$ cat src/rtl/rv32_pkg.sv
// Shared RV32I constants and the decoded ALU request record used by the issue stage.
package rv32_pkg;

  localparam int unsigned XLEN = 32;

  localparam logic [6:0] OPC_OP     = 7'b0110011;
  localparam logic [6:0] OPC_OP_IMM = 7'b0010011;
  localparam logic [6:0] OPC_LUI    = 7'b0110111;
  localparam logic [6:0] OPC_AUIPC  = 7'b0010111;

  localparam logic [6:0] F7_BASE = 7'b0000000;
  localparam logic [6:0] F7_ALT  = 7'b0100000;

  localparam logic [2:0] F3_ADD  = 3'b000;
  localparam logic [2:0] F3_SLL  = 3'b001;
  localparam logic [2:0] F3_SLT  = 3'b010;
  localparam logic [2:0] F3_SLTU = 3'b011;
  localparam logic [2:0] F3_XOR  = 3'b100;
  localparam logic [2:0] F3_SRL  = 3'b101;
  localparam logic [2:0] F3_OR   = 3'b110;
  localparam logic [2:0] F3_AND  = 3'b111;

  typedef struct packed {
    logic [XLEN-1:0] in1;
    logic [XLEN-1:0] in2;
    logic [4:0]      shamt;
    logic            use_shamt;
    logic [2:0]      funct3;
    logic [6:0]      funct7;
    logic [4:0]      rd;
    logic            illegal;
  } alu_req_t;

endpackage

$ cat src/rtl/rv32_alu_decode.sv
// Combinational RV32I decode of OP, OP-IMM, LUI and AUIPC into an ALU request.
module rv32_alu_decode
  import rv32_pkg::*;
(
  input  logic [31:0] instr,
  input  logic [31:0] pc,
  input  logic [31:0] rs1_data,
  input  logic [31:0] rs2_data,
  output alu_req_t    req
);

  logic [6:0] opcode;
  logic [2:0] f3;
  logic [6:0] f7;
  logic       legal;

  assign opcode = instr[6:0];
  assign f3     = instr[14:12];
  assign f7     = instr[31:25];

  always_comb begin
    req    = '0;
    legal  = 1'b1;
    req.rd = instr[11:7];
    case (opcode)
      OPC_OP: begin
        req.in1    = rs1_data;
        req.in2    = rs2_data;
        req.funct3 = f3;
        req.funct7 = f7;
        legal      = (f7 == F7_BASE) ||
                     ((f7 == F7_ALT) && ((f3 == F3_ADD) || (f3 == F3_SRL)));
      end
      OPC_OP_IMM: begin
        req.in1    = rs1_data;
        req.in2    = {{20{instr[31]}}, instr[31:20]};
        req.funct3 = f3;
        if ((f3 == F3_SLL) || (f3 == F3_SRL)) begin
          req.use_shamt = 1'b1;
          req.shamt     = instr[24:20];
          req.funct7    = f7;
          legal         = (f7 == F7_BASE) || ((f3 == F3_SRL) && (f7 == F7_ALT));
        end
      end
      OPC_LUI: begin
        req.in2 = {instr[31:12], 12'b0};
      end
      OPC_AUIPC: begin
        req.in1 = pc;
        req.in2 = {instr[31:12], 12'b0};
      end
      default: legal = 1'b0;
    endcase
    // Illegal entries carry only rd and the flag so execute sees inert controls.
    if (!legal) begin
      req         = '0;
      req.rd      = instr[11:7];
      req.illegal = 1'b1;
    end
  end

endmodule

$ cat src/rtl/alu_issue_stage.sv
// ALU issue stage: decoder followed by a 2-entry skid buffer with registered in_ready.
module alu_issue_stage
  import rv32_pkg::*;
#(
  parameter int unsigned XLEN  = 32,
  parameter int unsigned DEPTH = 2
) (
  input  logic            clk,
  input  logic            rst_n,
  input  logic            flush,
  input  logic            in_valid,
  output logic            in_ready,
  input  logic [31:0]     instr,
  input  logic [XLEN-1:0] pc,
  input  logic [XLEN-1:0] rs1_data,
  input  logic [XLEN-1:0] rs2_data,
  output logic            out_valid,
  input  logic            out_ready,
  output logic [XLEN-1:0] in1,
  output logic [XLEN-1:0] in2,
  output logic [4:0]      shamt,
  output logic            use_shamt,
  output logic [2:0]      funct3,
  output logic [6:0]      funct7,
  output logic [4:0]      rd,
  output logic            illegal
);

  alu_req_t         dec_req;
  alu_req_t         main_q;
  alu_req_t         skid_q;
  logic [DEPTH-1:0] valid_q;  // [0] main entry, [1] skid entry
  logic             in_fire;
  logic             out_fire;

  rv32_alu_decode u_decode (
    .instr    (instr),
    .pc       (pc),
    .rs1_data (rs1_data),
    .rs2_data (rs2_data),
    .req      (dec_req)
  );

  assign in_ready  = ~valid_q[1];
  assign out_valid = valid_q[0];
  assign in_fire   = in_valid && in_ready;
  assign out_fire  = valid_q[0] && out_ready;

  // in_ready is low whenever skid holds, so a refill from skid never races a new input.
  always_ff @(posedge clk or negedge rst_n) begin
    if (!rst_n) begin
      main_q  <= '0;
      skid_q  <= '0;
      valid_q <= '0;
    end else if (flush) begin
      valid_q <= '0;
    end else if (out_fire && valid_q[1]) begin
      main_q     <= skid_q;
      valid_q[1] <= 1'b0;
    end else if (in_fire && (!valid_q[0] || out_fire)) begin
      main_q     <= dec_req;
      valid_q[0] <= 1'b1;
    end else if (in_fire) begin
      skid_q     <= dec_req;
      valid_q[1] <= 1'b1;
    end else if (out_fire) begin
      valid_q[0] <= 1'b0;
    end
  end

  assign in1       = main_q.in1;
  assign in2       = main_q.in2;
  assign shamt     = main_q.shamt;
  assign use_shamt = main_q.use_shamt;
  assign funct3    = main_q.funct3;
  assign funct7    = main_q.funct7;
  assign rd        = main_q.rd;
  assign illegal   = main_q.illegal;

endmodule
$ cat config.mk
export PLATFORM = sky130hd
export DESIGN_NAME = alu_issue_stage
export DESIGN_NICKNAME = d
export VERILOG_FILES = /design/src/rtl/rv32_pkg.sv /design/src/rtl/rv32_alu_decode.sv /design/src/rtl/alu_issue_stage.sv
export SDC_FILE = /design/constraint.sdc
export NUM_CORES = 1
export LEC_CHECK = 0
export BUFFER_PORTS_ARGS = -buffer_cell sky130_fd_sc_hd__buf_4
export CORE_ASPECT_RATIO = 0.9
export CORE_MARGIN = 2
export CORE_UTILIZATION = 47
export DETAILED_ROUTE_END_ITERATION = 6
export GPL_TIMING_DRIVEN = 0
export HOLD_SLACK_MARGIN = 0.12
export PLACE_DENSITY = 0.76
export SLEW_MARGIN = 20
export SYNTH_ARGS = -nofsm -noshare
export SYNTH_HDL_FRONTEND = slang
export SYNTH_SLANG_ARGS = --single-unit
$ cat constraint.sdc
create_clock -name clk -period 1.8 [get_ports clk]
set_input_delay 0 -clock clk [delete_from_list [all_inputs] [get_ports clk]]
set_output_delay 0 -clock clk [all_outputs]
set_load 0.01 [all_outputs]
Word level (Yosys, flattened, before mapping)
Cells that the tools add are included.
{"block": "op_classes", "n_reduce_logical": 23, "n_eq_ne": 10, "bitwise": 4, "mux": 19}
{"cell": "86-bit 2-to-1 mux", "n": 3}
{"cell": "32-bit case mux with 3 select lines", "n": 1}
{"cell": "32-bit case mux with 2 select lines", "n": 1}
{"cell": "7-bit by 6-bit equality test with 1-bit output, second input constant", "n": 3}
{"cell": "10-bit case mux with 2 select lines", "n": 1}
{"cell": "7-bit by 5-bit equality test with 1-bit output, second input constant", "n": 2}
{"cell": "6-bit 2-to-1 mux", "n": 2}
{"cell": "1-bit 2-to-1 mux", "n": 8}
{"cell": "7-bit zero test", "n": 1}
{"cell": "7-bit 2-to-1 mux", "n": 1}
{"cell": "1-bit logical AND", "n": 6}
{"cell": "3-bit nonzero test", "n": 2}
{"cell": "1-bit logical OR", "n": 5}
{"cell": "1-bit inverter", "n": 4}
{"cell": "2-bit AND reduction", "n": 2}
{"cell": "4-bit AND reduction", "n": 1}
{"cell": "2-bit OR reduction", "n": 2}
{"cell": "3-bit by 1-bit equality test with 1-bit output, second input constant", "n": 1}
{"cell": "3-bit equality test, second input constant", "n": 1}
{"cell": "3-bit zero test", "n": 1}
{"cell": "3-bit by 2-bit inequality test with 1-bit output, second input constant", "n": 1}
{"cell": "3-bit inequality test, second input constant", "n": 1}
{"cell": "1-bit case mux with 3 select lines", "n": 1}
{"cell": "3-bit AND reduction", "n": 1}
{"cell": "4 further kinds", "n": 4}
{"block": "totals", "output_inout_bits": 88, "reg_bits": 174}

Logic depth before layout (Yosys ltp)
Gate-level depths: netlist of run 1.
{"block": "logic_depth", "word_depth": 8, "depth_mapped": 7, "mapped_depth_nobuf": 5}

Cells and area by module
From an unflattened synthesis of run 1, not the netlist that was laid out.
{"block": "hier_totals", "cells_unflattened": 704, "hier_area_um2": 9037.4}
{"module": "alu_issue_stage", "area_each_um2": 7603.5, "n_inst": 1, "cells_each": 471, "seq_area_each_um2": 4354.2}
{"module": "rv32_alu_decode", "area_each_um2": 1433.9, "n_inst": 1, "cells_each": 233, "seq_area_each_um2": 0.0}

Worst setup path after synthesis of run 1
OpenSTA, ideal clock, no wires.
{"block": "synth_timing", "kind": "reg-to-reg", "from": "register valid_q[1]", "to": "register main_q (netlist bit use_shamt)", "setup_time_ns": 0.124, "setup_slack_ns": 0.084, "arrival_time_ns": 1.592, "period_less_slack_ns": 1.716, "path_stages_with_launch": 7, "cell_sequence": "dfrtp_1 > nand2b_1 > buf_2 > a211o_1 > clkbuf_1 > clkbuf_1 > a211o_1"}
{"block": "synth_between", "elab_chain_cells": 5}
{"element": "start, declared", "line": "alu_issue_stage.sv:32", "rtl": "logic [DEPTH-1:0] valid_q;"}
{"element": "start signal, assigned", "line": "alu_issue_stage.sv:54", "rtl": "valid_q <= '0;"}
{"element": "start signal, assigned", "line": "alu_issue_stage.sv:56", "rtl": "valid_q <= '0;"}
{"element": "start signal, assigned", "line": "alu_issue_stage.sv:59", "rtl": "valid_q[1] <= 1'b0;"}
{"element": "1-bit inverter", "line": "alu_issue_stage.sv:44", "rtl": "assign in_ready = ~valid_q[1];"}
{"element": "1-bit logical AND", "line": "alu_issue_stage.sv:46", "rtl": "assign in_fire = in_valid && in_ready;"}
{"element": "1-bit logical AND", "line": "alu_issue_stage.sv:60", "rtl": "end else if (in_fire && (!valid_q[0] || out_fire)) begin"}
{"element": "2-bit nonzero test (no source line)"}
{"element": "2-bit AND reduction (no source line)"}
{"element": "end signal, assigned", "line": "alu_issue_stage.sv:58", "rtl": "main_q <= skid_q;"}
{"element": "end signal, assigned", "line": "alu_issue_stage.sv:61", "rtl": "main_q <= dec_req;"}
{"element": "end, declared", "line": "alu_issue_stage.sv:30", "rtl": "alu_req_t main_q;"}
Parallel ways exist; a longest one is shown, timed or not.
A chain may end at the register's enable or synchronous reset.

Worst setup path in the final report of run 1
{"block": "layout_timing", "from": "register valid_q[1]", "to": "register main_q (netlist bit in2[9])"}
Same word-level chain as after synthesis.

==> flow_metrics.env, run 1 <==
export IMPL_dpl_cell_area_sq_mm=0.00970
export IMPL_synth_xor_area_share_pct=0
export IMPL_grt_first_pass_wirelength_mm=43.5
export IMPL_synth_area_mux_share_pct=1.42
export IMPL_coreArea_sq_mm=0.0162
export IMPL_critPathKind="flop to flop"
export IMPL_avgRoutedWirePerCell_um=19.8
export IMPL_synth_fp_nets=960
export IMPL_grt_usage_pct=31.6
export IMPL_final_area_sq_mm=0.0120
export IMPL_power_mw=9.56
export IMPL_die_width_um=140
export IMPL_die_h_um=126
export IMPL_rsz0062_at_grt="true"
export IMPL_drv_slew=0
export IMPL_dp_cells=1253
export IMPL_routed_wl_mm=28.1
export IMPL_cts_root_buf="clkbuf_16"
export IMPL_syn_to_final_growth_pct=54.9
export IMPL_fin_nets=1338
export IMPL_synth_compound_area_share_pct=22.7
export IMPL_max_slew_margin_rel_pct=41.2
export IMPL_violations="setup timing"
export IMPL_outcome="finished with violations"
export IMPL_pwr_density_cell_mw_per_mm2=794
export IMPL_setup_viol=1
export IMPL_clock_skew_ps=8.81
export IMPL_die_area_sq_mm=0.0176
export IMPL_cp_data_required_time_ps=2130
export IMPL_clk_latency_ps=430
export IMPL_place_congestion=0.895
export IMPL_finalHoldViolCount=0
export IMPL_grt_max_degree=100
export IMPL_port_buffers=218
export IMPL_path_clk_slew_ps=70
export IMPL_fin_cells=1424
export IMPL_drt_first_pass_iters=5
export IMPL_layout_min_cycle_time_ps=1820
export IMPL_max_cap_viol_count=0
export IMPL_cts_tree="done"
export IMPL_ys_warn_count=0
export IMPL_antenna_found_initial=0
export IMPL_fin_hold_ws_ps=129
export IMPL_cts_max_path_buffers=2
export IMPL_start_kind="flop"
export IMPL_hpwl_mm=17.5
export IMPL_drive_gt1_share_pct=28.1
export IMPL_first_iter_violations=736
export IMPL_ir_drop_v=0.000805
export IMPL_synthAdderAreaFrac_pct=0
export IMPL_synth_top_family_by_area="compound AO/OA/AOI/OAI gates"
export IMPL_clock_fmax_ghz=0.550
export IMPL_synth_avg_cell_area_sq_um=9.40
export IMPL_synth_cell_type_count=44
export IMPL_vias=8200
export IMPL_cts_sinks=174
export IMPL_grt_pass1_vias=8100
export IMPL_fin_ws_ps=-18.9
export IMPL_ys_async_sr_fraction_pct=100
export IMPL_vias_per_cell=5.76
export IMPL_syn_area_sq_mm=0.00777
export IMPL_nFillCells=1132
export IMPL_start_util_pct=48.0
export IMPL_synthCells=827
export IMPL_overflow=0
export IMPL_leakage_nw=5.86
export IMPL_synthFlopType="dfrtp_1"
export IMPL_critPathArrivalTime_ps=2150
export IMPL_drc=0
export IMPL_postRouteAntennaNets=0
export IMPL_synthSimpleGateAreaFrac_pct=16.0
export IMPL_boundaryPins=221
export IMPL_crit_fanout=10
export IMPL_tightest_slew_ps=882
export IMPL_period_share_pct=101
export IMPL_endpoint_kind="flop"
export IMPL_synth_yosys_seq_area_share_pct=56.0
export IMPL_row_count=44
export IMPL_hp_class="input pin to async pin"
export IMPL_cts_buffers_inserted=17
export IMPL_htreeDepth=4
export IMPL_diodes=0
export IMPL_yosys_register_bits=174
export IMPL_synth_edf_count=0
[power breakdown]
part / switching, mW / leakage [nW] / internal, mW
Sequential: 0.112 / 2.36 / 4.08
Clock: 1.61 / 0.286 / 2.18
Combinational: 0.787 / 3.22 / 0.789
Total: 2.51 / 5.86 / 7.05
[logic make-up (layout without fill, tap and decap cells)]
kind of cell           count (synthesis)  after routing
AOI/OAI and AO/OA                    309            309
buffers and inverters                 74            464
DFF                                  174            174
muxes                                 11             11
and+or+nand+nor                      259            259
[per-layer routing]
layer	share of wire (%)	vias to the layer above	track usage, %
met3	8.4	73	7.72
met1	41	3993	42.5
met4	3.6	0	12.3
met5	0	-	0
met2	47	424	50.1
li1	-	3710	-
[flip-flops by register name, indices dropped and copies added (netlist names)]
signal and count:
funct3 3, funct7 7, illegal 1, in1 32, in2 32, rd 5, shamt 5, skid_q 86
use_shamt 1, valid_q 2
[final cells by class]
cell class | count | area (sq um) | share of cell area (%)
inverter | 5 | 18.8 | 0.156
tap | 207 | 259 | 2.15
sequential | 174 | 4360 | 36.2
buffer | 67 | 427 | 3.54
timing repair buffer | 361 | 3080 | 25.6
clock inverter | 14 | 168 | 1.39
clock buffer | 17 | 425 | 3.53
multi-input combinational | 579 | 3310 | 27.5
[layout by cell type (no fill, tap or decap), types with 4 or more instances in the layout]
| cell | Yosys | final |
|---|---|---|
| and3_1 | 54 | 53 |
| clkbuf_1 | 48 | 16 |
| buf_6 | 0 | 5 |
| clkbuf_16 | 0 | 17 |
| and2_1 | 7 | 7 |
| nand3_1 | 16 | 14 |
| nor2_1 | 50 | 48 |
| clkbuf_4 | 0 | 12 |
| inv_1 | 4 | 4 |
| buf_1 | 4 | 4 |
| nand2_1 | 112 | 110 |
| mux2i_1 | 11 | 11 |
| o31ai_1 | 15 | 10 |
| o21ai_0 | 106 | 105 |
| clkbuf_2 | 5 | 10 |
| buf_4 | 1 | 230 |
| a21oi_1 | 117 | 109 |
| o2bb2ai_1 | 5 | 5 |
| o31ai_2 | 1 | 5 |
| clkinv_2 | 0 | 4 |
| a31oi_1 | 6 | 6 |
| a21oi_2 | 0 | 8 |
| nor3_4 | 0 | 4 |
| o22ai_1 | 13 | 13 |
| a22oi_1 | 31 | 31 |
| buf_2 | 11 | 11 |
| a22o_1 | 5 | 5 |
| dlygate4sd3_1 | 0 | 133 |
| dfrtp_1 | 174 | 173 |
[Yosys cell counts (all sizes together), types with 2 or more instances]
cell	n	area, sq um
a22oi	31	233
a21oi	117	586
nor4	3	46.3
inv	4	15.0
o21ai	107	536
nor2b	4	25.0
buf	16	77.6
nor3	4	30.0
o2bb2ai	5	43.8
nand2	112	420
o31ai	16	125
clkbuf	53	205
nor2	50	188
nand2b	3	18.8
a31oi	6	37.5
a211oi	2	20.0
nand3	17	90.1
and3	54	338
and2	7	43.8
mux2i	11	110
a211o	2	17.5
dfrtp	174	4350
a22o	5	43.8
o22ai	13	81.3
[repair_timing]
action,4_1_cts,5_1_grt
setup endpoints to repair,173,147
pin swaps,4,4
hold buffers,132,1
setup buffers,7,2
hold endpoints to repair,332,1
resized for setup,69,61
[stage by stage]
stage	utilization, %	worst slack, ps	TNS (ps)
after global routing	74.4	-42.8	-105
after detailed placement	59.9	-579	-74710
final	74.4	-18.9	-18.9
after global placement	59.7	-600	-122540
after floorplan	-	83.5	0
after CTS	73.2	6.67	0
[worst paths after layout]
kind / endpoint / slack, ps / start / cells after the start
hold reg to reg: funct7[2]$_DFFE_PN0P_ / 470 / funct7[2]$_DFFE_PN0P_ / 2
hold / removal: in1[22]$_DFFE_PN0P_ / 130 / rst_n / 2
setup reg to reg: in2[9]$_DFFE_PN0P_ / -20 / valid_q[1]$_DFFE_PN0P_ / 7
min in group clk: in1[30]$_DFFE_PN0P_ / 200 / pc[30] / 5
max in group asynchronous: rd[3]$_DFFE_PN0P_ / 780 / rst_n / 3
setup / recovery: in2[9]$_DFFE_PN0P_ / -20 / valid_q[1]$_DFFE_PN0P_ / 7
[worst max-delay path, stage by stage, from the launching register on]
cell and delay (ps):
dfrtp_1 410, nand2b_4 230, a211oi_4 310, buf_6 190, buf_8 160, buf_6 150
nor2_1 50, o22ai_1 210
(Power assumes the default switching activity.)
==> run 2, diff against run 1 <==
--- a/config.mk
+++ b/config.mk
@@ -9,9 +9,10 @@
 export CORE_ASPECT_RATIO = 0.9
 export CORE_MARGIN = 2
-export CORE_UTILIZATION = 47
+export CORE_UTILIZATION = 49
+export CTS_BUF_LIST = sky130_fd_sc_hd__clkbuf_4 sky130_fd_sc_hd__clkbuf_8
 export DETAILED_ROUTE_END_ITERATION = 6
 export GPL_TIMING_DRIVEN = 0
 export HOLD_SLACK_MARGIN = 0.12
-export PLACE_DENSITY = 0.76
+export PLACE_DENSITY = 0.79
 export SLEW_MARGIN = 20
 export SYNTH_ARGS = -nofsm -noshare
==> constraint.sdc (replaced) <==
create_clock -name clk -period 1.8 [get_ports clk]
set_input_delay 0.18 -clock clk [delete_from_list [all_inputs] [get_ports clk]]
set_output_delay 0.18 -clock clk [all_outputs]
set_load 0.01 [all_outputs]
==> run 2 against run 1 <==
  * The run still ends with setup timing left
  * Fmax increased by 0.46%
  * Total power decreased by 13%
  * Via count down 1.2%
  * Combinational power down 3%
  * Final area decreased by 3.7%
  * Flip-flop and latch count unchanged
  * Cell count is 2.3% lower
  * Sequential share of layout area grew 1.4 points
  * Non-clock buffer count shrank 26
  * Critical endpoint is now illegal$_DFFE_PN0P_
==> flow_metrics.env, run 2 (synthesis results as in run 1) <==
export IMPL_grt_usage_pct=33.0
export IMPL_place_congestion=0.884
export IMPL_rsz0062_at_grt="true"
export IMPL_cts_sinks=174
export IMPL_cp_data_required_time_ps=2210
export IMPL_use_met1_pct=41.8
export IMPL_leakage_nw=5.68
export IMPL_htreeDepth=4
export IMPL_period_share_pct=101
export IMPL_finalHoldViolCount=0
export IMPL_cts_tree="done"
export IMPL_outcome="finished with violations"
export IMPL_vias=8103
export IMPL_grt_first_pass_wirelength_mm=41.9
export IMPL_ir_drop_v=0.000454
export IMPL_critPathKind="flop to flop"
export IMPL_cts_max_path_buffers=2
export IMPL_postRouteAntennaNets=0
export IMPL_drc=0
export IMPL_tightest_slew_ps=1010
export IMPL_clk_latency_ps=460
export IMPL_avgRoutedWirePerCell_um=19.7
export IMPL_overflow=0
export IMPL_die_width_um=137
export IMPL_cpMaxStageDelayCell="dfrtp_1"
export IMPL_syn_to_final_growth_pct=49.2
export IMPL_start_util_pct=50.3
export IMPL_worst_r2r_endpoint="illegal$_DFFE_PN0P_"
export IMPL_clock_fmax_ghz=0.552
export IMPL_most_common_layout_cells="232 x buf_4, 173 x dfrtp_1, 110 x nand2_1"
export IMPL_r2r_cells=6
export IMPL_path_clk_slew_ps=80
export IMPL_die_area_sq_mm=0.0169
export IMPL_critPathArrivalTime_ps=2220
export IMPL_pwr_density_cell_mw_per_mm2=716
export IMPL_violations="setup timing"
export IMPL_use_met3_pct=9.18
export IMPL_grtUsageMet2_pct=52.1
export IMPL_endpoint_kind="flop"
export IMPL_grt_busiest_layer="met2"
export IMPL_cts_hold_buf=108
export IMPL_top_register="skid_q"
export IMPL_clock_skew_ps=9.16
export IMPL_path_cells="nand2b_4 > a211o_4 > buf_6 > buf_4 > a211oi_1 > a221o_1"
export IMPL_fin_ws_ps=-10.5
export IMPL_cp_endpoint="illegal$_DFFE_PN0P_"
export IMPL_coreArea_sq_mm=0.0154
export IMPL_boundaryPins=221
export IMPL_fin_hold_ws_ps=128
export IMPL_final_common_cell="buf_4"
export IMPL_ff2ff_setup_slack_ps=-10
export IMPL_max_slew_margin_rel_pct=32.5
export IMPL_antenna_found_initial=0
export IMPL_drt_first_pass_iters=5
export IMPL_cts_root_buf="clkbuf_8"
export IMPL_diodes=0
export IMPL_first_iter_violations=789
export IMPL_row_count=43
export IMPL_setup_viol=1
export IMPL_power_mw=8.30
export IMPL_r2r_start="valid_q[1]$_DFFE_PN0P_"
export IMPL_largest_register_ffs=86
export IMPL_layout_min_cycle_time_ps=1810
export IMPL_hp_class="input pin to flop"
export IMPL_start_kind="flop"
export IMPL_drive_gt1_share_pct=28.8
export IMPL_max_cap_viol_count=0
export IMPL_crit_path_start="valid_q[1]$_DFFE_PN0P_"
export IMPL_fin_nets=1312
export IMPL_routed_wl_mm=27.4
export IMPL_cp_slowest_stage_delay_ps=450
export IMPL_die_h_um=123
export IMPL_port_buffers=218
export IMPL_grt_pass1_vias=8064
export IMPL_hpwl_mm=17.5
export IMPL_crit_fanout=7
export IMPL_whs_path_depth=3
export IMPL_cts_buffers_inserted=17
export IMPL_vias_per_cell=5.83
export IMPL_drv_slew=0
export IMPL_final_area_sq_mm=0.0116
export IMPL_dpl_cell_area_sq_mm=0.00972
export IMPL_grt_max_degree=68
[run 2: cell types whose count changed in the layout (fill, tap and decap cells not counted), moves of 3 or more]
cell / change
clkbuf_1: -3
inv_6: -3
buf_6: +3
a21oi_1: -3
clkbuf_16: -17
dlygate4sd3_1: -25
o21ai_0: -6
a21oi_2: +3
o21ai_1: +6
clkbuf_8: +23
[run 2: final cells by class]
type,count,area (sq um)
timing repair buffer,335,2840
sequential,174,4360
multi-input combinational,579,3300
clock buffer,22,290
buffer,67,473
fill,1079,3840
tap,202,253
clock inverter,7,65.1
inverter,5,18.8
[run 2: worst max-delay path, delay by kind of cell (launching register included)]
| kind | cells | cell delay (ps) |
|---|---|---|
| AO/OA/AOI/OAI | 3 | 780 |
| flip-flops | 1 | 450 |
| buffers and inverters | 2 | 270 |
| AND/OR/NAND/NOR | 1 | 250 |
[run 2: repair_timing]
action	CTS	global route
endpoints found under the setup margin	172	163
pin swaps	4	7
endpoints found under the hold margin	325	1
buffers inserted	6	1
resized for setup	76	91
[run 2: worst min-delay path by stage]
stage	from	to
final	in_valid	valid_q[0]$_DFFE_PN0P_
after global routing	in_valid	valid_q[0]$_DFFE_PN0P_
after CTS	instr[27]	skid_q[29]$_DFFE_PN0P_
after detailed placement	rst_n	shamt[0]$_DFFE_PN0P_
after global placement	instr[8]	skid_q[2]$_DFFE_PN0P_
after floorplan	rst_n	funct3[0]$_DFFE_PN0P_
[run 2: metrics by stage]
step | setup TNS [ps] | utilization [%] | setup WS, ps | cells
floorplan | 0 | - | 83.5 | 827
finish | -10.5 | 75.1 | -10.5 | 1391
CTS | -15.0 | 73.9 | -15.0 | 1391
detailed placement | -72110 | 63.0 | -573 | 1249
global route | -1360 | 75.1 | -67.6 | 1391
global placement | -151940 | 62.6 | -543 | 1247
[run 2: power breakdown]
group | leakage [nW] | internal (mW) | switching [mW] | total, mW
clock network | 0.183 | 1.20 | 1.37 | 2.57
registers | 2.36 | 4.08 | 0.109 | 4.19
logic | 3.14 | 0.766 | 0.772 | 1.54
[run 2: layer usage]
metal	vias to the layer above	part of all wire [%]
met5	-	0
met4	0	4.7
met3	104	8.9
met2	450	47
met1	3911	39
li1	3638	-
